===== src/rtl/wireframe_edge_rasterizer.sv =====
// -----------------------------------------------------------------------------
// wireframe_edge_rasterizer
//
// Walks the three edges of one screen-space triangle (P0->P1, P1->P2, P2->P0)
// with integer Bresenham. For every on-screen pixel it issues one framebuffer
// write (linear address y*WIDTH+x), honouring write_ready backpressure.
// Off-screen pixels are stepped over in one cycle without a write.
//
// Ports
//   clk          clock, rising edge
//   n_rst        asynchronous active-low reset
//   start        triangle request, only looked at while idle
//   p0_x..p2_y   signed vertex coordinates, captured when start is accepted
//   pix_data     pixel value, captured when start is accepted
//   write_ready  framebuffer takes the current write this cycle
//   write_en     write valid (registered)
//   addr         y*WIDTH + x of the current pixel (registered)
//   wf_data      captured pix_data
//   busy         high in every state except idle
//   done         one-cycle pulse after the last pixel of the triangle retires
// -----------------------------------------------------------------------------
module wireframe_edge_rasterizer #(
    parameter int WIDTH   = 640,
    parameter int HEIGHT  = 480,
    parameter int COORD_W = 12,
    parameter int ADDR_W  = 19,
    parameter int PIX_W   = 1
) (
    input  logic               clk,
    input  logic               n_rst,
    input  logic               start,
    input  logic [COORD_W-1:0] p0_x,
    input  logic [COORD_W-1:0] p0_y,
    input  logic [COORD_W-1:0] p1_x,
    input  logic [COORD_W-1:0] p1_y,
    input  logic [COORD_W-1:0] p2_x,
    input  logic [COORD_W-1:0] p2_y,
    input  logic [PIX_W-1:0]   pix_data,
    input  logic               write_ready,
    output logic               write_en,
    output logic [ADDR_W-1:0]  addr,
    output logic [PIX_W-1:0]   wf_data,
    output logic               busy,
    output logic               done
);

    // Two guard bits keep |b-a| and the error term free of overflow.
    localparam int CW = COORD_W + 2;
    typedef logic signed [CW-1:0] coord_t;

    localparam coord_t WIDTH_S  = coord_t'(WIDTH);
    localparam coord_t HEIGHT_S = coord_t'(HEIGHT);
    localparam coord_t C_ZERO   = coord_t'(0);
    localparam coord_t C_ONE    = coord_t'(1);
    localparam coord_t C_M_ONE  = coord_t'(-1);

    typedef enum logic [1:0] {S_IDLE, S_SETUP, S_STEP, S_DONE} state_t;

    function automatic coord_t sext(input logic [COORD_W-1:0] v);
        return {{2{v[COORD_W-1]}}, v};
    endfunction

    function automatic logic on_screen(input coord_t x, input coord_t y);
        return !x[CW-1] && (x < WIDTH_S) && !y[CW-1] && (y < HEIGHT_S);
    endfunction

    function automatic logic [ADDR_W-1:0] pix_addr(input coord_t x, input coord_t y);
        return ADDR_W'($unsigned(y)) * ADDR_W'(WIDTH) + ADDR_W'($unsigned(x));
    endfunction

    state_t               state_q, state_d;
    logic [1:0]           edge_idx_q, edge_idx_d;
    logic [COORD_W-1:0]   vx_q [3];
    logic [COORD_W-1:0]   vy_q [3];
    logic [COORD_W-1:0]   vx_d [3];
    logic [COORD_W-1:0]   vy_d [3];
    logic [PIX_W-1:0]     data_q, data_d;
    coord_t               x_q, x_d, y_q, y_d;       // current pixel
    coord_t               xe_q, xe_d, ye_q, ye_d;   // edge end point
    coord_t               dx_q, dx_d, dy_q, dy_d;
    coord_t               sx_q, sx_d, sy_q, sy_d;
    coord_t               err_q, err_d;
    logic                 we_q, we_d;
    logic [ADDR_W-1:0]    addr_q, addr_d;

    // Combinational helpers
    coord_t               ax, ay, bx, by, diff_x, diff_y, abs_x, nabs_y;
    coord_t               nx, ny, nerr;
    logic signed [CW:0]   e2;
    logic                 step_x, step_y, retire, at_end;

    always_comb begin
        state_d    = state_q;
        edge_idx_d = edge_idx_q;
        vx_d       = vx_q;
        vy_d       = vy_q;
        data_d     = data_q;
        x_d        = x_q;
        y_d        = y_q;
        xe_d       = xe_q;
        ye_d       = ye_q;
        dx_d       = dx_q;
        dy_d       = dy_q;
        sx_d       = sx_q;
        sy_d       = sy_q;
        err_d      = err_q;
        we_d       = we_q;
        addr_d     = addr_q;

        // End points of the edge selected by edge_idx_q
        case (edge_idx_q)
            2'd0: begin
                ax = sext(vx_q[0]); ay = sext(vy_q[0]);
                bx = sext(vx_q[1]); by = sext(vy_q[1]);
            end
            2'd1: begin
                ax = sext(vx_q[1]); ay = sext(vy_q[1]);
                bx = sext(vx_q[2]); by = sext(vy_q[2]);
            end
            default: begin
                ax = sext(vx_q[2]); ay = sext(vy_q[2]);
                bx = sext(vx_q[0]); by = sext(vy_q[0]);
            end
        endcase
        diff_x = bx - ax;
        diff_y = by - ay;
        abs_x  = diff_x[CW-1] ? -diff_x : diff_x;
        nabs_y = diff_y[CW-1] ? diff_y : -diff_y;   // dy is kept negative

        // One Bresenham step from the current pixel
        e2     = {err_q, 1'b0};
        step_x = (e2 >= $signed({dy_q[CW-1], dy_q}));
        step_y = (e2 <= $signed({dx_q[CW-1], dx_q}));
        nx     = step_x ? x_q + sx_q : x_q;
        ny     = step_y ? y_q + sy_q : y_q;
        nerr   = err_q;
        if (step_x) nerr = nerr + dy_q;
        if (step_y) nerr = nerr + dx_q;

        // A pixel leaves STEP once written, or immediately when off-screen
        retire = !we_q || write_ready;
        at_end = (x_q == xe_q) && (y_q == ye_q);

        case (state_q)
            S_IDLE: begin
                if (start) begin
                    vx_d       = '{p0_x, p1_x, p2_x};
                    vy_d       = '{p0_y, p1_y, p2_y};
                    data_d     = pix_data;
                    edge_idx_d = 2'd0;
                    state_d    = S_SETUP;
                end
            end
            S_SETUP: begin
                dx_d    = abs_x;
                dy_d    = nabs_y;
                sx_d    = diff_x[CW-1] ? C_M_ONE : ((diff_x != C_ZERO) ? C_ONE : C_ZERO);
                sy_d    = diff_y[CW-1] ? C_M_ONE : ((diff_y != C_ZERO) ? C_ONE : C_ZERO);
                err_d   = abs_x + nabs_y;
                x_d     = ax;
                y_d     = ay;
                xe_d    = bx;
                ye_d    = by;
                we_d    = on_screen(ax, ay);
                addr_d  = pix_addr(ax, ay);
                state_d = S_STEP;
            end
            S_STEP: begin
                if (retire) begin
                    if (at_end) begin
                        we_d = 1'b0;
                        if (edge_idx_q == 2'd2) begin
                            edge_idx_d = 2'd0;
                            state_d    = S_DONE;
                        end else begin
                            edge_idx_d = edge_idx_q + 2'd1;
                            state_d    = S_SETUP;
                        end
                    end else begin
                        x_d    = nx;
                        y_d    = ny;
                        err_d  = nerr;
                        we_d   = on_screen(nx, ny);
                        addr_d = pix_addr(nx, ny);
                    end
                end
            end
            default: begin
                state_d = S_IDLE;
            end
        endcase
    end

    always_ff @(posedge clk or negedge n_rst) begin
        if (!n_rst) begin
            state_q    <= S_IDLE;
            edge_idx_q <= 2'd0;
            vx_q       <= '{default: '0};
            vy_q       <= '{default: '0};
            data_q     <= '0;
            x_q        <= '0;
            y_q        <= '0;
            xe_q       <= '0;
            ye_q       <= '0;
            dx_q       <= '0;
            dy_q       <= '0;
            sx_q       <= '0;
            sy_q       <= '0;
            err_q      <= '0;
            we_q       <= 1'b0;
            addr_q     <= '0;
        end else begin
            state_q    <= state_d;
            edge_idx_q <= edge_idx_d;
            vx_q       <= vx_d;
            vy_q       <= vy_d;
            data_q     <= data_d;
            x_q        <= x_d;
            y_q        <= y_d;
            xe_q       <= xe_d;
            ye_q       <= ye_d;
            dx_q       <= dx_d;
            dy_q       <= dy_d;
            sx_q       <= sx_d;
            sy_q       <= sy_d;
            err_q      <= err_d;
            we_q       <= we_d;
            addr_q     <= addr_d;
        end
    end

    assign write_en = we_q;
    assign addr     = addr_q;
    assign wf_data  = data_q;
    assign busy     = (state_q != S_IDLE);
    assign done     = (state_q == S_DONE);

endmodule


===== config.mk =====
export PLATFORM = sky130hd
export DESIGN_NAME = wireframe_edge_rasterizer
export DESIGN_NICKNAME = d
export VERILOG_FILES = /design/src/rtl/wireframe_edge_rasterizer.sv
export SDC_FILE = /design/constraint.sdc
export NUM_CORES = 1
export LEC_CHECK = 0
export ABC_AREA = 1
export ABC_CLOCK_PERIOD_IN_PS = 12400
export CAP_MARGIN = 25
export CORE_MARGIN = 2
export CORE_UTILIZATION = 62
export DETAILED_ROUTE_END_ITERATION = 6
export DONT_BUFFER_PORTS = 1
export PLACE_DENSITY_LB_ADDON = 0.1
export REMOVE_ABC_BUFFERS = 1
export SLEW_MARGIN = 5
export SYNTH_ARGS = -nofsm -noshare
export SYNTH_HDL_FRONTEND = slang
export SYNTH_SLANG_ARGS = --single-unit

===== constraint.sdc =====
create_clock -name clk -period 12.4 [get_ports clk]
set_input_delay 1.24 -clock clk [delete_from_list [all_inputs] [get_ports clk]]
set_output_delay 1.24 -clock clk [all_outputs]
set_load 0.05 [all_outputs]

==> results.txt, run 1 <==
n_diodes: 0
cts bufs inserted: 17
unrepaired setup endpoints after global routing: no
Worst Setup EP: err_q[13]
share of cells above drive strength 1: 0.0778
die width: 166 µm
Synth Area in Compound Gates: 0.175
met3 Usage GRT: 0.0691
Lkg Pwr: 9.04 nW
Reg2Reg Depth: 33
post-synthesis simple-gate area fraction: 0.230
initial drt markers: 1229
Residual DRC: 0
Peak Freq: 0.151 GHz
largest cells by area after synthesis: dfrtp_1 (29%), ha_1 (13%), nand2_1 (11%)
HP Class: in2async
CTS sink cnt: 188
Clock Skew: 0.0234 ns
largest family of logic cells by synthesized area: simple AND/OR/NAND/NOR gates
CP peak stage delay: 0.73 ns
vias in the first global route: 14500
CP max stage cell: dfrtp_1
relative slew slack: 0.389
Util after Layout: 0.660
postcts setup bufs: 0
Final HPWL DP: 34.3 mm
worst r2r src: edge_idx_q[0]
dpl cells: 2499
pins over their slew limit: 0
period utilization: 0.534
worst reg2reg setup slack: 5.77 ns
area delta synth->final: 5.27%
Post-synth ARST share: 1.00
clk slew on worst S/H paths: 0.10 ns
Nets: 2434
CTS tree: done
core box area: 0.0258 mm²
register area share after synthesis: 0.290
synth warn: 0
Power Total: 1.20 mW
Via Count: 15000
met2 usage: 0.533
Starting Density: 0.627
GR peak layer: met2
Post-Syn Instances: 2225
cell area after synthesis: 0.0162 mm²
area leader, netlist: dfrtp_1
min cycle time layout: 6.63 ns
status: finished clean
post-CTS resize count: 0
all-layer global routing usage: 0.333
crit path from: edge_idx_q[0]
final hold vios: 0
Routed WL: 45.5 mm
final non-filler cell total: 2532
type of origin of the critical path: flip-flop
Clk Latency, worst-skew pair: 0.45 ns
count leader, synth: nand2_1
Cell Pwr Density: 70.5 mW/mm²
max capacitance violation total: 0
drt first pass iters: 5
Avg WL per Cell: 18.0 µm
WP data required: 12.77 ns
Post-synth EDFFs: 0
xor-xnor portion of the synthesized cell area: 0.0459
placer congestion estimate: 0.949
crit end category: flip-flop
Die Y: 166 µm
Commonest cells post-synth: nand2_1 (466), inv_1 (285), a21oi_1 (208)
Setup CP Type: reg2reg
post-route setup slack: 5.77 ns
Worst EP arrival: 7.00 ns
Reg-to-Reg End: err_q[13]
crit path max fanout: 26
FP Rows: 59
Post-DRT Antenna Nets: 0
predominant post-synthesis flop cell: dfrtp_1
setup TNS: 0 ns
I/O pin total: 100
Crit path top cell by count: nor2_1
fin area: 0.0171 mm²
first-pass GRT wire length: 74.1 mm
WHS: 0.466 ns
pin count of the biggest net entering global routing: 189
I/O Buffers: 0
DP Worst Slack: 5.87 ns
top cell type's share of synthesized area: 0.290
Die Footprint: 0.0274 mm²
initial antenna violation count: 0
final setup vio count: 0
vias per std cell: 5.91
Syn Area/Cell: 7.28 µm²
area post-placement: 0.0164 mm²
Bufs on Longest Clock Path: 2
VDD IR max: 0.0955 mV
H-tree Lvls: 4
global route total overflow: 0
Clock Tree Root: clkbuf_16
Worst Tran Pin Value: 0.914 ns
mux contribution to synthesized area: 0.0306
Unique masters post-synth: 56
met1 Track Usage GR: 0.455
post-synthesis adder-cell area fraction: 0.137
#FFs+latches synth: 188
hold buffer count at cts: 0
sequential cells by signal, indices dropped and copies added (netlist names):
| signal | cells |
|---|---|
| y_q | 14 |
| state_q | 2 |
| wf_data | 1 |
| addr | 12 |
| x_q | 14 |
| sx_q | 2 |
| ye_q | 12 |
| sy_q | 2 |
| dx_q | 14 |
| err_q | 14 |
| vy_q | 36 |
| edge_idx_q | 2 |
| vx_q | 36 |
| xe_q | 12 |
| dy_q | 14 |
| write_en | 1 |
cells in the final DEF (no fill, tap or decap), drive strengths merged, types with 14 or more instances in the layout:
cell type    n
nand2      491
inv        306
a21oi      209
dfrtp      188
o21ai      187
nor2       181
ha         165
nand3      101
xor2        54
mux2        44
xnor2       31
nand4       25
a31oi       20
clkbuf      17
o22ai       15
a22oi       15
nor3        15
o21a        14
o21bai      14
buf         14
layer usage:
metal | share of wire | vias to the layer above | routed length [µm]
li1 | - | 7313 | -
met3 | 0.082 | 88 | 3760
met1 | 0.44 | 7030 | 20000
met2 | 0.45 | 524 | 20400
met5 | 0 | - | 0
met4 | 0.030 | 0 | 1360
logic make-up after synthesis:
group,count (synthesis)
buf+inv,375
fa+ha+maj,173
flops,188
compound gates,511
mux,44
simple gates,849
xor+xnor,85
final cells by class:
type                       count  area [µm²]
clock buffer                  17         425
clock inverter                15         206
fill                        2306        8780
inverter                     301        1130
multi-input combinational   1662       10100
sequential                   188        4700
tap                          335         419
timing repair buffer          14         118
power breakdown:
group | total (mW) | switching (mW) | internal, mW
Combinational | 0.000319 | 0.0000732 | 0.000240
Clock | 0.590 | 0.309 | 0.281
Sequential | 0.612 | 0 | 0.612
worst min-delay path by stage:
| stage | start | end | slack (ns) | cells after the start |
|---|---|---|---|---|
| 3_5_place_dp | ye_q[10] | ye_q[10] | 0.49 | 2 |
| 3_3_place_gp | ye_q[10] | ye_q[10] | 0.48 | 2 |
| 6_report | n_rst | vx_q[0] | 0.47 | 0 |
| 4_1_cts | n_rst | vx_q[0] | 0.46 | 0 |
| 2_1_floorplan | ye_q[8] | ye_q[8] | 0.47 | 2 |
| 5_1_grt | n_rst | vx_q[24] | 0.45 | 0 |
worst max-delay path: cells and delay by family, from the launching register on:
family | cells | cell delay (ns)
buffers and inverters | 5 | 0.72
AOI/OAI and AO/OA | 8 | 2.28
adders and majority gates | 2 | 0.71
and+or+nand+nor | 18 | 2.05
DFF | 1 | 0.73
No activity file was read; power rests on OpenSTA's default activity.
==> run 2: changes to the inputs <==
--- a/config.mk
+++ b/config.mk
@@ -6,7 +6,7 @@
 export NUM_CORES = 1
 export LEC_CHECK = 0
 export ABC_AREA = 1
-export ABC_CLOCK_PERIOD_IN_PS = 12400
+export ABC_CLOCK_PERIOD_IN_PS = 6890
 export CAP_MARGIN = 25
 export CORE_MARGIN = 2
 export CORE_UTILIZATION = 62
==> constraint.sdc (replaced) <==
create_clock -name clk -period 6.89 [get_ports clk]
set_input_delay 0.689 -clock clk [delete_from_list [all_inputs] [get_ports clk]]
set_output_delay 0.689 -clock clk [all_outputs]
set_load 0.05 [all_outputs]
==> results.txt, run 2 (synthesized netlist as in run 1, its figures left out) <==
min cycle time layout: 6.26 ns (-0.370 ns)
Routed WL: 46.1 mm (+1.3%)
DP Worst Slack: 0.525 ns (-5.34 ns)
pin count of the biggest net entering global routing: 189 (unchanged)
Residual DRC: 0 (unchanged)
drt first pass iters: 6 (+1)
H-tree Lvls: 4 (unchanged)
WP data required: 7.26 ns (-5.51 ns)
cts bufs inserted: 17 (unchanged)
period utilization: 0.908 (+0.374)
Clock Tree Root: clkbuf_16
Cell Pwr Density: 126 mW/mm² (+79%)
postcts setup bufs: 0 (unchanged)
placer congestion estimate: 0.984 (+3.7%)
Gate power share: 0.011 (+0.011)
CP peak stage delay: 0.57 ns (-0.16 ns)
share of cells above drive strength 1: 0.0829 (+0.00505)
dpl cells: 2509 (+0.40%)
max capacitance violation total: 0 (unchanged)
FP Rows: 59 (unchanged)
Peak Freq: 0.160 GHz (+5.9%)
most frequent cells in the layout: nand2_1 (463), inv_1 (285), a21oi_1 (208)
die width: 166 µm (unchanged)
setup TNS: 0 ns (unchanged)
initial antenna violation count: 0 (unchanged)
crit end category: flip-flop
Worst EP arrival: 6.62 ns (-0.38 ns)
Avg WL per Cell: 18.1 µm (+0.84%)
I/O pin total: 100 (unchanged)
CTS tree: done
switch share: 0.260 (+0.00340)
Die Y: 166 µm (unchanged)
Final HPWL DP: 35.2 mm (+2.7%)
worst reg2reg setup slack: 0.63 ns (-5.14 ns)
CTS sink cnt: 188 (unchanged)
Bufs on Longest Clock Path: 2 (unchanged)
global route total overflow: 0 (unchanged)
Nets: 2445 (+0.45%)
Crit path top cell by count: nor2_1
Reg power frac: 0.511 (+0.002)
clk slew on worst S/H paths: 0.09 ns (about the same)
vias in the first global route: 14400 (-0.39%)
CP max stage cell: dfrtp_2
final hold vios: 0 (unchanged)
area delta synth->final: 5.72%
HP Class: in2async
final setup vio count: 0 (unchanged)
core box area: 0.0258 mm² (unchanged)
Via Count: 15000 (+0.41%)
Clock Skew: 0.0229 ns (-0.000490 ns)
Die Footprint: 0.0274 mm² (unchanged)
pins over their slew limit: 0 (unchanged)
P_int: 1.60 mW (+79%)
type of origin of the critical path: flip-flop
Starting Density: 0.627 (unchanged)
clock share of power: 0.478 (-0.012)
Lkg Pwr: 9.09 nW (+0.59%)
Post-DRT Antenna Nets: 0 (unchanged)
all-layer global routing usage: 0.340 (+0.00670)
n_diodes: 0 (unchanged)
Setup CP Type: reg2reg
Sw Pwr: 562 µW (+82%)
final non-filler cell total: 2543 (+0.43%)
relative slew slack: 0.275 (-0.114)
first-pass GRT wire length: 75.5 mm (+1.9%)
crit path max fanout: 16 (-38%)
Largest regs: vx_q: 36 flops, vy_q: 36 flops
vias per std cell: 5.91 (about the same)
VDD IR max: 0.160 mV (+67%)
post-route setup slack: 0.632 ns (-5.14 ns)
commonest non-fill, non-tap cell in the layout: nand2_1
status: finished clean
initial drt markers: 1365 (+11%)
Reg2Reg Depth: 32 (-3.0%)
WHS: 0.214 ns (-0.252 ns)
Clk Latency, worst-skew pair: 0.45 ns (about the same)
Worst Tran Pin Value: 1.09 ns (+0.173 ns)
unrepaired setup endpoints after global routing: no
I/O Buffers: 0 (unchanged)
[run 2: cell types whose count changed in the layout (fill, tap and decap cells not counted), moves of 2 or more]
cell / delta
buf_4: +10
inv_8: +5
clkinv_8: -3
inv_12: -3
buf_16: +2
inv_6: -2
[run 2: per-stage QoR]
step           total power, mW  instance area (µm²)   util
6_report                  2.16                17100  0.663
5_1_grt                   2.21                17100  0.663
4_1_cts                   2.17                17100  0.662
3_5_place_dp              1.12                16500  0.638
3_3_place_gp              1.12                16500  0.638
2_1_floorplan             1.13                15900      -
[run 2: path summary, 6_finish.rpt]
| check | start | end |
|---|---|---|
| worst max-delay path | edge_idx_q[0] | err_q[13] |
| worst min-delay path | n_rst | vx_q[14] |
| worst max register to register | edge_idx_q[0] | err_q[13] |
| worst min register to register | ye_q[8] | ye_q[8] |
| max in group asynchronous | n_rst | dy_q[1] |
| min in group clk | p2_x[0] | vx_q[0] |
[run 2: power groups by stage]
| stage | Sequential (mW) | Clock, mW | Combinational (mW) |
|---|---|---|---|
| 6_report | 1.10 | 1.03 | 0.0235 |
| 5_1_grt | 1.10 | 1.08 | 0.0286 |
| 4_1_cts | 1.10 | 1.04 | 0.0250 |
| 3_5_place_dp | 1.12 | 0 | 0.000576 |
| 3_3_place_gp | 1.12 | 0 | 0.000569 |
| 2_1_floorplan | 1.12 | 0 | 0.000553 |
[run 2: final cells by class]
class	instances	area, µm²
Timing Repair Buffer	25	228
Multi-Input combinational cell	1662	10100
Clock inverter	15	169
Clock buffer	17	425
Sequential cell	188	4710
Fill cell	2292	8700
Inverter	301	1130
Tap cell	335	419
[run 2: repair_timing]
action                                 in CTS  in global routing
resized for setup                           0                  1
endpoints found under the hold margin     188                  0
hold buffers                                1                  0
setup endpoints to repair                   0                  2
[run 2: routing by layer]
layer,GRT usage,up-vias,share of wire
li1,-,7350,-
met1,0.489,7080,0.45
met2,0.537,522,0.45
met3,0.0566,65,0.081
met4,0.0847,0,0.020
met5,0,-,0
[run 2: critical path: cells and delay by family (launching register included)]
kind,cells,cell delay [ns]
AO/OA/AOI/OAI,8,2.26
AND/OR/NAND/NOR,18,1.94
buffers and inverters,4,0.71
adder cells (fa/ha/maj),2,0.68
flip-flops,1,0.57
